[config.mk]
export PLATFORM = sky130hd
export DESIGN_NAME = com_bus_arbiter
export DESIGN_NICKNAME = d
export VERILOG_FILES = /design/src/rtl/com_bus_arbiter.sv
export SDC_FILE = /design/constraint.sdc
export NUM_CORES = 1
export LEC_CHECK = 0
export CORE_MARGIN = 3
export CORE_UTILIZATION = 40
export CTS_BUF_LIST = sky130_fd_sc_hd__clkbuf_8
export CTS_CLUSTER_DIAMETER = 40
export DETAILED_ROUTE_END_ITERATION = 8
export GPL_TIMING_DRIVEN = 0
export PLACE_DENSITY = 0.66
export SYNTH_ARGS = -nofsm -noshare
export SYNTH_HDL_FRONTEND = slang
export SYNTH_SLANG_ARGS = --single-unit
[constraint.sdc]
create_clock -name clk -period 4.8 [get_ports clk]
set_input_delay 0.96 -clock clk [delete_from_list [all_inputs] [get_ports clk]]
set_output_delay 0.96 -clock clk [all_outputs]
set_load 0.01 [all_outputs]
[src/rtl/com_bus_arbiter.sv]
`default_nettype none
// ============================================================================
// Module   : com_bus_arbiter
// Purpose  : Grants the shared common bus to the cache wrappers of the
//            4-core configuration. Two independent round-robin arbiters:
//              - proc arbiter : NUM_PROC requesters (4 D-caches + 4 I-caches)
//              - snoop arbiter: NUM_SNOOP D-cache snoop/writeback requesters
//            Each arbiter runs IDLE -> GRANT -> RELEASE. RELEASE is one
//            mandatory dead cycle for bus turnaround. The released winner
//            becomes lowest priority.
// Ports    : clk                single clock, rising edge
//            rst                asynchronous reset, active-high
//            Com_Bus_Req_proc   per-cache proc bus request (level)
//            Com_Bus_Gnt_proc   proc grant, one-hot or zero
//            Com_Bus_Req_snoop  per-D-cache snoop request (level)
//            Com_Bus_Gnt_snoop  snoop grant, one-hot or zero
//            Proc_owner         index of current proc grantee (valid if busy)
//            Bus_busy           high while any proc grant is asserted
//            Arb_timeout        1-cycle pulse on a forced proc release
// Config   : COM_BUS_ARB_TIMEOUT_EN - when defined, a proc grant held for
//            MAX_HOLD cycles is forcibly released. Undefined: grants are
//            held indefinitely and Arb_timeout stays 0.
// Revision : 1.0 - initial release
// ============================================================================
module com_bus_arbiter #(
    parameter int NUM_PROC  = 8,
    parameter int NUM_SNOOP = 4,
    parameter int MAX_HOLD  = 64
) (
    input  logic                 clk,
    input  logic                 rst,
    input  logic [NUM_PROC-1:0]  Com_Bus_Req_proc,
    output logic [NUM_PROC-1:0]  Com_Bus_Gnt_proc,
    input  logic [NUM_SNOOP-1:0] Com_Bus_Req_snoop,
    output logic [NUM_SNOOP-1:0] Com_Bus_Gnt_snoop,
    output logic [2:0]           Proc_owner,
    output logic                 Bus_busy,
    output logic                 Arb_timeout
);

    localparam int PW  = (NUM_PROC  > 1) ? $clog2(NUM_PROC)  : 1;
    localparam int SW  = (NUM_SNOOP > 1) ? $clog2(NUM_SNOOP) : 1;
    localparam int PW1 = PW + 1;
    localparam int SW1 = SW + 1;

    // Pointer holds the last winner; resetting it to the top index makes
    // index 0 the first candidate of the upward scan.
    localparam logic [PW-1:0] PROC_PTR_RST  = PW'(NUM_PROC - 1);
    localparam logic [SW-1:0] SNOOP_PTR_RST = SW'(NUM_SNOOP - 1);

    typedef enum logic [1:0] {
        IDLE    = 2'd0,
        GRANT   = 2'd1,
        RELEASE = 2'd2
    } arb_state_t;

    // First set request bit scanning upward from ptr+1, wrapping to 0.
    function automatic logic [PW-1:0] pick_proc(input logic [NUM_PROC-1:0] req,
                                                 input logic [PW-1:0]       ptr);
        logic [PW1-1:0] idx;
        logic           found;
        pick_proc = ptr;
        found     = 1'b0;
        for (int i = 1; i <= NUM_PROC; i++) begin
            idx = {1'b0, ptr} + PW1'(i);
            if (idx >= PW1'(NUM_PROC)) idx = idx - PW1'(NUM_PROC);
            if (!found && req[idx[PW-1:0]]) begin
                found     = 1'b1;
                pick_proc = idx[PW-1:0];
            end
        end
    endfunction

    function automatic logic [SW-1:0] pick_snoop(input logic [NUM_SNOOP-1:0] req,
                                                  input logic [SW-1:0]        ptr);
        logic [SW1-1:0] idx;
        logic           found;
        pick_snoop = ptr;
        found      = 1'b0;
        for (int i = 1; i <= NUM_SNOOP; i++) begin
            idx = {1'b0, ptr} + SW1'(i);
            if (idx >= SW1'(NUM_SNOOP)) idx = idx - SW1'(NUM_SNOOP);
            if (!found && req[idx[SW-1:0]]) begin
                found      = 1'b1;
                pick_snoop = idx[SW-1:0];
            end
        end
    endfunction

    // ------------------------------------------------------------------
    // State
    // ------------------------------------------------------------------
    arb_state_t          proc_state_q, proc_state_d;
    logic [PW-1:0]       proc_ptr_q, proc_ptr_d;
    logic [PW-1:0]       proc_owner_q, proc_owner_d;
    logic [NUM_PROC-1:0] proc_gnt_q, proc_gnt_d;
    logic                proc_busy_q, proc_busy_d;
    logic                proc_timeout_q, proc_timeout_d;
    logic [PW-1:0]       proc_win;

    arb_state_t           snoop_state_q, snoop_state_d;
    logic [SW-1:0]        snoop_ptr_q, snoop_ptr_d;
    logic [SW-1:0]        snoop_owner_q, snoop_owner_d;
    logic [NUM_SNOOP-1:0] snoop_gnt_q, snoop_gnt_d;
    logic [SW-1:0]        snoop_win;

    logic                 hold_expired;

`ifdef COM_BUS_ARB_TIMEOUT_EN
    localparam int HW = $clog2(MAX_HOLD + 1);
    // Counter reads MAX_HOLD-1 on the edge at which the grant has been
    // high for MAX_HOLD cycles.
    localparam logic [HW-1:0] HOLD_LAST = HW'(MAX_HOLD - 1);

    logic [HW-1:0] hold_q, hold_d;

    assign hold_expired = (proc_state_q == GRANT) && (hold_q == HOLD_LAST);

    always_comb begin
        hold_d = '0;
        if (proc_state_q == GRANT) hold_d = hold_q + HW'(1);
    end

    always_ff @(posedge clk or posedge rst) begin
        if (rst) hold_q <= '0;
        else     hold_q <= hold_d;
    end
`else
    assign hold_expired = 1'b0;
`endif

    assign proc_win  = pick_proc(Com_Bus_Req_proc, proc_ptr_q);
    assign snoop_win = pick_snoop(Com_Bus_Req_snoop, snoop_ptr_q);

    // ------------------------------------------------------------------
    // Proc arbiter next-state
    // ------------------------------------------------------------------
    always_comb begin
        proc_state_d   = proc_state_q;
        proc_ptr_d     = proc_ptr_q;
        proc_owner_d   = proc_owner_q;
        proc_gnt_d     = proc_gnt_q;
        proc_timeout_d = 1'b0;
        case (proc_state_q)
            IDLE, RELEASE: begin
                proc_gnt_d   = '0;
                proc_state_d = IDLE;
                if (|Com_Bus_Req_proc) begin
                    proc_gnt_d[proc_win] = 1'b1;
                    proc_owner_d         = proc_win;
                    proc_state_d         = GRANT;
                end
            end
            GRANT: begin
                if (!Com_Bus_Req_proc[proc_owner_q] || hold_expired) begin
                    proc_gnt_d     = '0;
                    proc_ptr_d     = proc_owner_q;
                    proc_state_d   = RELEASE;
                    // A voluntary drop takes precedence: the pulse only
                    // marks releases forced while the request is still up.
                    proc_timeout_d = Com_Bus_Req_proc[proc_owner_q];
                end
            end
            default: begin
                proc_gnt_d   = '0;
                proc_state_d = IDLE;
            end
        endcase
        proc_busy_d = |proc_gnt_d;
    end

    // ------------------------------------------------------------------
    // Snoop arbiter next-state (never timed out)
    // ------------------------------------------------------------------
    always_comb begin
        snoop_state_d = snoop_state_q;
        snoop_ptr_d   = snoop_ptr_q;
        snoop_owner_d = snoop_owner_q;
        snoop_gnt_d   = snoop_gnt_q;
        case (snoop_state_q)
            IDLE, RELEASE: begin
                snoop_gnt_d   = '0;
                snoop_state_d = IDLE;
                if (|Com_Bus_Req_snoop) begin
                    snoop_gnt_d[snoop_win] = 1'b1;
                    snoop_owner_d          = snoop_win;
                    snoop_state_d          = GRANT;
                end
            end
            GRANT: begin
                if (!Com_Bus_Req_snoop[snoop_owner_q]) begin
                    snoop_gnt_d   = '0;
                    snoop_ptr_d   = snoop_owner_q;
                    snoop_state_d = RELEASE;
                end
            end
            default: begin
                snoop_gnt_d   = '0;
                snoop_state_d = IDLE;
            end
        endcase
    end

    // ------------------------------------------------------------------
    // State registers
    // ------------------------------------------------------------------
    always_ff @(posedge clk or posedge rst) begin
        if (rst) begin
            proc_state_q   <= IDLE;
            proc_ptr_q     <= PROC_PTR_RST;
            proc_owner_q   <= '0;
            proc_gnt_q     <= '0;
            proc_busy_q    <= 1'b0;
            proc_timeout_q <= 1'b0;
            snoop_state_q  <= IDLE;
            snoop_ptr_q    <= SNOOP_PTR_RST;
            snoop_owner_q  <= '0;
            snoop_gnt_q    <= '0;
        end else begin
            proc_state_q   <= proc_state_d;
            proc_ptr_q     <= proc_ptr_d;
            proc_owner_q   <= proc_owner_d;
            proc_gnt_q     <= proc_gnt_d;
            proc_busy_q    <= proc_busy_d;
            proc_timeout_q <= proc_timeout_d;
            snoop_state_q  <= snoop_state_d;
            snoop_ptr_q    <= snoop_ptr_d;
            snoop_owner_q  <= snoop_owner_d;
            snoop_gnt_q    <= snoop_gnt_d;
        end
    end

    assign Com_Bus_Gnt_proc  = proc_gnt_q;
    assign Com_Bus_Gnt_snoop = snoop_gnt_q;
    assign Proc_owner        = 3'(proc_owner_q);
    assign Bus_busy          = proc_busy_q;
    assign Arb_timeout       = proc_timeout_q;

endmodule
`default_nettype wire
==> qor.yml <==
ios: 31
dieArea_um2: 6921
grt_max_degree: 28
total_power_mw: 2.116
globalplace.congestion: 0.8831
timing.fmax_mhz: 245.2
fp-row-count: 27
cpPeakStageDelay_ns: 0.63
drc: 0
synth-main-ff-cell: "dfrtp_1"
drt_first_iter_violations: 136
internal_power_mw: 1.141
drive_gt1_frac: 0.1933
yosys_warnings: 0
grt_pass1_wl_mm: 9.149
cts_root_buffer: "clkbuf_8"
clock_power_share: 0.059
slew-limit-headroom: 0.3409
cp-start-kind: "flip-flop"
ant_nets: 0
skew_ns: 0.001759
routedWlPerCell_um: 15.82
pre_cts_ws_ns: 0.7539
crit_path_top_delay_cell: "mux4_2"
endpoint_kind: "flip-flop"
grt_pass1_vias: 1892
whs_ns: 0.4776
hpwlAfterDp_mm: 4.170
ir_drop_mv: 0.3394
whs_path_depth: 1
synth.top_cell.area_share: 0.2310
syn-cell-area_um2: 2384
cap_violations: 0
core_um2: 5642
finalWorstPathRequiredPeriod_ns: 4.078
final_nets: 286
cts_buffers: 3
power_density_nw_per_um2: 753.2
hold_viol_final: 0
path_delay_family: "buffers and inverters"
cp_cell_sequence: "buf_1, inv_2, ha_1, clkbuf_2, xor2_1, mux4_2, nand4b_4, nor3_4, o21ai_2, a211o_1, a32o_1"
min_path_type: "flip-flop to flip-flop"
seqPwrFrac: 0.192
worst_slack_ns: 0.7216
dr_total_vias: 1991
yosysSeqAreaShare: 0.2861
netSwitchingPower_mw: 0.9744
avgSynthCellArea_um2: 10.10
slew_viol_final: 0
worstPathArrival_ns: 4.24
outcome: "complete, no violations"
clk_pin_slew_ns: 0.09
finalCritPeriodShare: 0.8497
die_h_um: 83.20
finalWirelength_mm: 5.393
leakagePower_nw: 1.126
crit_cells: 11
ys_types: 57
pwr-share-comb: 0.749
via_per_inst: 5.839
synth.area.top_cells: "dfrtp_1 23%, mux4_2 12%, mux2i_1 7.1%"
async_reset_ff_frac: 1.000
worst-slew-pin-transition_ns: 0.9876
rsz0062_at_grt: "false"
grt_overflow: 0
synth_top_cell_by_area: "dfrtp_1"
dr.pass1.iters: 4
yosysMostFrequentCell: "nand2_1"
critPathBufInv: 3
synth-edff-count: 0
reg2reg_depth: 11
power_switching_share: 0.4606
cts_sinks: 27
critPathKind: "flip-flop to flip-flop"
setup_violations: 0
clock_latency_ns: 0.26
numPortBuffers: 29
cts-resized-gates: 0
syn_to_final_growth_pct: 17.85
synth_commonest_cells: "25 x nand2_1, 22 x dfrtp_1, 17 x mux2i_1"
clockBufferDepth: 2
diodes: 0
die_w_um: 83.20
initial_core_util: 0.4225
synth_seq_cells: 27
post_cts_buffers: 0
synthCells: 236
syn_nets: 252
cts_tree: "yes"
required_ns: 4.96
crit_fanout: 10
holdBufCountCts: 0
antenna_found_initial: 0
htreeDepth: 1
setup_tns_ns: 0
grtUsageTotal: 0.1562
per-stage QoR:
stage / cell area, µm² / utilization / instances
final: 2809 / 0.4979 / 341
after CTS: 2809 / 0.4979 / 341
after floorplan: 2384 / - / 236
after detailed placement: 2764 / 0.4899 / 337
after global placement: 2764 / 0.4899 / 337
after global routing: 2809 / 0.4979 / 341
sequential cells by signal, summed over array words and instances, names as in the netlist:
| name | count |
|---|---|
| Bus_busy | 1 |
| Com_Bus_Gnt_proc | 8 |
| Com_Bus_Gnt_snoop | 4 |
| Proc_owner | 3 |
| proc_ptr_q | 3 |
| proc_state_q | 2 |
| snoop_owner_q | 2 |
| snoop_ptr_q | 2 |
| snoop_state_q | 2 |
kinds of logic after synthesis:
group                      count (synthesis)  synth area share
and+or+nand+nor                           68            0.1538
AOI/OAI and AO/OA                         58            0.1753
muxes                                     47            0.3045
buffers and inverters                     30           0.05721
DFF                                       27            0.2861
xor gates and xnor gates                   3           0.01103
adders and majority gates                  2           0.01050
other                                      1          0.001573
worst paths after layout:
check | from | slack [ns] | endpoint
setup / recovery | proc_ptr_q[1]$_DFFE_PP1P_ | 0.72 | Com_Bus_Gnt_proc[5]$_DFF_PP0_
hold / removal | snoop_state_q[1]$_DFFE_PP0P_ | 0.48 | snoop_state_q[1]$_DFFE_PP0P_
setup reg to reg | proc_ptr_q[1]$_DFFE_PP1P_ | 0.72 | Com_Bus_Gnt_proc[5]$_DFF_PP0_
hold reg to reg | snoop_state_q[1]$_DFFE_PP0P_ | 0.48 | snoop_state_q[1]$_DFFE_PP0P_
max in group asynchronous | rst | 2.99 | proc_state_q[0]$_DFFE_PP0P_
min in group asynchronous | rst | 1.22 | Proc_owner[2]$_DFFE_PP0P_
worst reg2reg max path, cell delays in order, from the launching register on:
cell and delay (ns):
dfstp_2 0.58, buf_1 0.50, inv_2 0.25, ha_1 0.24, clkbuf_2 0.18, xor2_1 0.35, mux4_2 0.63, nand4b_4 0.24
nor3_4 0.28, o21ai_2 0.12, a211o_1 0.35, a32o_1 0.27
cell type report:
cell class | instances | area (µm²)
multi-input cells | 179 | 1565
repair buffers | 29 | 290.3
inverters | 10 | 37.54
clock inverters | 1 | 3.754
plain buffers | 20 | 98.84
well taps | 72 | 90.09
clock buffers | 3 | 41.29
flip-flops and latches | 27 | 681.9
fillers | 529 | 2833
power by group through the flow:
stage / Combinational (mW) / Clock (mW) / Sequential, mW
finish: 1.58 / 0.124 / 0.407
global route: 1.74 / 0.140 / 0.422
CTS: 1.59 / 0.128 / 0.410
detailed placement: 1.58 / 0 / 0.414
global placement: 1.56 / 0 / 0.414
floorplan: 1.20 / 0 / 0.417
placed cells by master, fill, tap and decap left out, types with 4 or more instances in the layout:
| cell type | n |
|---|---|
| dfstp_2 | 5 |
| a32o_1 | 4 |
| mux4_1 | 4 |
| o22ai_1 | 4 |
| mux2_2 | 11 |
| o21ai_0 | 13 |
| buf_1 | 4 |
| nand2_1 | 25 |
| mux2i_1 | 17 |
| nor2_1 | 11 |
| nor4_1 | 6 |
| nand3_1 | 6 |
| nand2b_1 | 4 |
| mux4_2 | 13 |
| dfrtp_1 | 22 |
| a21oi_1 | 7 |
| clkdlybuf4s50_1 | 29 |
| and2_1 | 5 |
| clkbuf_1 | 8 |
| inv_1 | 10 |
| o31ai_1 | 4 |
layer usage:
metal	part of all wire	up-vias	wire length (µm)	GRT usage
met5	0	-	0	0
met4	0.0078	0	42	0.01486
met3	0.042	4	229	0.03373
met2	0.47	48	2557	0.2573
met1	0.48	970	2563	0.2197
li1	-	969	-	-
Power figures use the tool's default switching activity.
